## src/rtl/apb_arb_master.sv

```systemverilog
`default_nettype none
// ============================================================================
// Module      : apb_arb_master
// Description : Two-requester APB master. A round-robin arbiter picks one
//               requester, latches its operands and runs a single APB
//               transfer (SETUP then ACCESS) to one of two slaves, which are
//               selected by address bits [31:28]. An ACCESS phase that waits
//               too long for pready is aborted with an error.
// Ports       : clk, rst_n (synchronous, active-low)
//               req0/1, wr0/1, addr0/1, wdata0/1 : requester side inputs
//               gnt0/1, done0/1, rdata, err      : requester side outputs
//               psel, penable, pwrite, paddr, pwdata : APB request outputs
//               prdata, pready, pslverr          : APB slave response
// Revision    : 1.0 - initial release
// ============================================================================
module apb_arb_master #(
  parameter int TIMEOUT = 16
) (
  input  logic        clk,
  input  logic        rst_n,
  input  logic        req0,
  input  logic        req1,
  input  logic        wr0,
  input  logic        wr1,
  input  logic [31:0] addr0,
  input  logic [31:0] addr1,
  input  logic [31:0] wdata0,
  input  logic [31:0] wdata1,
  output logic        gnt0,
  output logic        gnt1,
  output logic        done0,
  output logic        done1,
  output logic [31:0] rdata,
  output logic        err,
  output logic [1:0]  psel,
  output logic        penable,
  output logic        pwrite,
  output logic [31:0] paddr,
  output logic [31:0] pwdata,
  input  logic [31:0] prdata,
  input  logic        pready,
  input  logic        pslverr
);

  localparam int            c_cnt_w     = $clog2(TIMEOUT + 1);
  // Last wait count before abort: the edge that would make the counter
  // reach TIMEOUT is the edge that aborts.
  localparam logic [c_cnt_w-1:0] c_wait_last = c_cnt_w'(TIMEOUT - 1);

  typedef enum logic [1:0] {
    IDLE   = 2'd0,
    SETUP  = 2'd1,
    ACCESS = 2'd2
  } state_t;

  state_t             r_state;
  logic               r_lp;       // last-served requester
  logic               r_owner;    // requester owning the current transfer
  logic               r_dec_err;  // current transfer hit no slave
  logic [c_cnt_w-1:0] r_wait;

  logic        w_pick;
  logic        w_wr;
  logic [31:0] w_addr;
  logic [31:0] w_wdata;
  logic [1:0]  w_dec;

  // Arbitration and decode of the candidate transfer, used only in IDLE.
  // On a conflict the requester other than the last-served one wins.
  always_comb begin
    w_pick  = req1 & (~req0 | ~r_lp);
    w_wr    = w_pick ? wr1    : wr0;
    w_addr  = w_pick ? addr1  : addr0;
    w_wdata = w_pick ? wdata1 : wdata0;
    case (w_addr[31:28])
      4'h1:    w_dec = 2'b01;
      4'h2:    w_dec = 2'b10;
      default: w_dec = 2'b00;
    endcase
  end

  always_ff @(posedge clk) begin
    if (!rst_n) begin
      r_state   <= IDLE;
      r_lp      <= 1'b1;
      r_owner   <= 1'b0;
      r_dec_err <= 1'b0;
      r_wait    <= '0;
      gnt0      <= 1'b0;
      gnt1      <= 1'b0;
      done0     <= 1'b0;
      done1     <= 1'b0;
      rdata     <= '0;
      err       <= 1'b0;
      psel      <= 2'b00;
      penable   <= 1'b0;
      pwrite    <= 1'b0;
      paddr     <= '0;
      pwdata    <= '0;
    end else begin
      gnt0  <= 1'b0;
      gnt1  <= 1'b0;
      done0 <= 1'b0;
      done1 <= 1'b0;
      case (r_state)
        IDLE: begin
          if (req0 | req1) begin
            gnt0      <= ~w_pick;
            gnt1      <= w_pick;
            r_owner   <= w_pick;
            r_lp      <= w_pick;
            pwrite    <= w_wr;
            paddr     <= w_addr;
            pwdata    <= w_wdata;
            // A decode miss leaves psel at 00 so the bus stays quiet.
            psel      <= w_dec;
            penable   <= 1'b0;
            r_dec_err <= (w_dec == 2'b00);
            r_state   <= SETUP;
          end
        end
        SETUP: begin
          if (r_dec_err) begin
            done0   <= ~r_owner;
            done1   <= r_owner;
            err     <= 1'b1;
            r_state <= IDLE;
          end else begin
            penable <= 1'b1;
            r_wait  <= '0;
            r_state <= ACCESS;
          end
        end
        ACCESS: begin
          // pready is checked first so a response on the timeout edge wins.
          if (pready) begin
            done0   <= ~r_owner;
            done1   <= r_owner;
            err     <= pslverr;
            if (!pwrite) begin
              rdata <= prdata;
            end
            psel    <= 2'b00;
            penable <= 1'b0;
            r_state <= IDLE;
          end else if (r_wait == c_wait_last) begin
            done0   <= ~r_owner;
            done1   <= r_owner;
            err     <= 1'b1;
            rdata   <= '0;
            psel    <= 2'b00;
            penable <= 1'b0;
            r_state <= IDLE;
          end else begin
            r_wait  <= r_wait + 1'b1;
          end
        end
        default: r_state <= IDLE;
      endcase
    end
  end

endmodule
`default_nettype wire

```

## config.mk

```make
export PLATFORM = sky130hd
export DESIGN_NAME = apb_arb_master
export DESIGN_NICKNAME = d
export VERILOG_FILES = /design/src/rtl/apb_arb_master.sv
export SDC_FILE = /design/constraint.sdc
export NUM_CORES = 1
export LEC_CHECK = 0
export CORE_ASPECT_RATIO = 1.2
export CORE_UTILIZATION = 40
export DETAILED_ROUTE_END_ITERATION = 8
export MAX_ROUTING_LAYER = met4
export PLACE_DENSITY = 0.87
export SLEW_MARGIN = 40
export SYNTH_ARGS = -nofsm -noshare
export SYNTH_HDL_FRONTEND = slang
export SYNTH_SLANG_ARGS = --single-unit
```

## constraint.sdc

```tcl
create_clock -name clk -period 2.14 [get_ports clk]
set_input_delay 0.321 -clock clk [delete_from_list [all_inputs] [get_ports clk]]
set_output_delay 0.321 -clock clk [all_outputs]
set_load 0.005 [all_outputs]
```

==> impl_metrics.ini <==
[clock_tree]
numCtsBuffers = 17
insertion_delay_ps = 400
htreeDepth = 4
post_cts_buffers = 0
cts_resized = 0
clk_root_buffer_cell = clkbuf_16
clk_pin_slew_ps = 50
cts.sinks = 115
ctsHoldBuffers = 0
clock_path_buffers = 2
cts_tree = built

[setup_path]
cp_max_fo = 32
crit_family = compound AO/OA/AOI/OAI gates
r2r-end = rdata[12]
r2r_slack_ps = 220
worst_setup_path_start_kind = flip-flop
path_buf_inv = 1
rr_startpoint = r_wait[0]
crit_required_ps = 2460
cp_slowest_cell = dfxtp_1
cp_data_arrival_time_ps = 2230
crit_chain = ha_1, and3_1, ha_1, o21ai_2, a21o_1, buf_12, nand2_1, a21boi_1
reg2reg_depth = 8
cp_common_cell = ha_1
worstSetupPathType = flip-flop to flip-flop
cp-end-kind = flip-flop
max_stage_delay_ps = 330

[global_routing]
grt_start_max_net_pins = 86
antenna_found_initial = 0
grt-ovfl-total = 0
track_usage_pct = 23.8
grt_pass1_vias = 5149
grt_pass1_wl_um = 24400

[routing]
drt_iter0_markers = 230
firstDrtPassIters = 5
drc = 0
wire_per_inst_um = 16.1
wirelength_um = 15600
antenna_left = 0
vias = 4989
vias_per_cell = 5.14

[floorplanning]
die_area_um2 = 13500
row_count = 45
fp.dieH_um = 127
die_x_um = 106
start_util_pct = 41.2
io_pins = 273
coreArea_um2 = 12700

[yosys]
ys_seq_area_share_pct = 44.1
ys.flop_type = dfxtp_1
synth_edf_count = 0
ys_warn_count = 0
postSynth.asyncResetShare_pct = 0
ys_ff_latch = 115
synth_cell_types = 42
syn_area_um2 = 5220
synth_nets = 713
avgSynthCellArea_um2 = 9.68
syn_inst = 539

[sta]
rsz0062_at_grt = no
worst_slew_pin_slew_ps = 358
max_freq_mhz = 522
hold_viol = 0
setup_ws_ps = 225
period_minus_slack_ps = 1920
fin_crit_sh_pct = 89.5
relSlewSlack_pct = 76.1
setup_violations = 0
report.final.slew_viol_count = 0
fin_worst_skew_ps = 7.15
setup_tns_ps = 0

[pwr]
ir_worst_vdd_uv = 511
cellLeakagePower_nw = 3.78
p_sw_w = 0.00176
comb_power_share_pct = 24.8
power_density_nw_per_um2 = 785
internal_power_w = 0.00499
pwr-share-seq_pct = 37.4
switching_share_pct = 26.1
share_clk_of_total_power_pct = 37.9

[cells_and_area]
final_cell_area_um2 = 8590
diodes = 0
drive_gt1_share_pct = 5.82
final_cell_mix = clkdlybuf4s50_1, dfxtp_1, nand2_1
final_common_cell = clkdlybuf4s50_1
final_nets = 969
area_growth_syn_to_layout_pct = 64.8
final_cells = 971
n_fill_cell = 946

[min_path]
min_to = r_lp
hold_depth = 2
min_path_type = input pin to flip-flop
worstHoldStart = rst_n

[run]
drv_cap = 0

[status]
status = completed

[placed_design]
port_buffers = 272
dp_cells = 940
dp_slack_ps = 85.9
gp_congestion = 0.885
placed_cell_area_um2 = 8060
dpl.hpwl_um = 11800
-- logic make-up after synthesis --
logic type      after synthesis  share of synthesized area [%]
compound gates              125                           21.5
xor+xnor                      3                          0.504
fa+ha+maj                     6                           1.44
buf+inv                      53                           5.61
flops                       115                           44.1
mux                          66                           12.7
simple gates                171                           14.1
-- power by group through the flow --
stage / Sequential, W / Combinational [W] / Clock [W]
global route: 0.00255 / 0.00179 / 0.00271
finish: 0.00252 / 0.00167 / 0.00255
global placement: 0.00255 / 0.00162 / 0
detailed placement: 0.00256 / 0.00167 / 0
CTS: 0.00252 / 0.00168 / 0.00261
floorplan: 0.00256 / 0.000728 / 0
-- worst max path at each step --
stage | slack (ps) | endpoint | cells after the start | from
after global placement | 150 | pwdata[4] | 6 | req1
after global routing | 80 | rdata[16] | 8 | r_wait[0]
after detailed placement | 90 | pwdata[0] | 6 | req1
after floorplan | 460 | r_wait[0] | 7 | r_wait[0]
after CTS | 230 | rdata[12] | 8 | r_wait[0]
final | 220 | rdata[12] | 8 | r_wait[0]
-- Yosys cell counts, types with 2 or more instances --
library cell | n | share of area [%]
dfxtp_1 | 115 | 44
nand2_1 | 108 | 7.8
mux2i_1 | 66 | 13
o211a_1 | 65 | 12
nand3_1 | 35 | 3.4
a21boi_1 | 32 | 4.6
clkbuf_1 | 21 | 1.5
buf_2 | 12 | 1.2
nor2_1 | 10 | 0.72
inv_1 | 8 | 0.58
buf_6 | 7 | 1.5
nor2b_1 | 7 | 0.84
ha_1 | 6 | 1.4
and3_1 | 4 | 0.48
buf_4 | 4 | 0.58
nand2b_1 | 3 | 0.36
xor2_1 | 3 | 0.50
a21boi_0 | 2 | 0.29
a21o_1 | 2 | 0.29
a21oi_1 | 2 | 0.19
nor4_1 | 2 | 0.24
o211ai_1 | 2 | 0.29
o21a_1 | 2 | 0.29
o21ai_0 | 2 | 0.19
o21ai_1 | 2 | 0.19
-- metrics by stage --
| stage | hold WS (ps) | power (W) | utilization, % |
|---|---|---|---|
| CTS | 294 | 0.00681 | 67.8 |
| global placement | 437 | 0.00417 | 63.6 |
| finish | 306 | 0.00674 | 67.8 |
| floorplan | 412 | 0.00329 | - |
| global route | 299 | 0.00705 | 67.8 |
| detailed placement | 445 | 0.00423 | 63.6 |
-- layer usage --
layer  share of wire [%]  GRT usage, %  vias to the layer above  wire length, um
li1                    -             -                     2425                -
met4                 2.5          9.97                        0              394
met5                   0             -                        -                0
met2                  51          43.0                      201             8040
met1                  39          23.6                     2331             6100
met3                 7.0          7.19                       32             1090
-- area by class of cell --
class,instances,area [um^2],area share (%)
inverters,8,30.0,0.349
multi-input cells,371,2640,30.7
clock buffers,21,450,5.24
flip-flops and latches,115,2300,26.8
clock inverters,10,86.3,1.00
repair buffers,282,2880,33.6
well taps,164,205,2.39
-- flip-flops by register name, indices dropped and copies added (netlist names), 2 cells and up --
signal,cells
pwdata,32
psel,2
paddr,32
r_state,2
r_wait,5
rdata,32
Power figures use the tool's default switching activity.
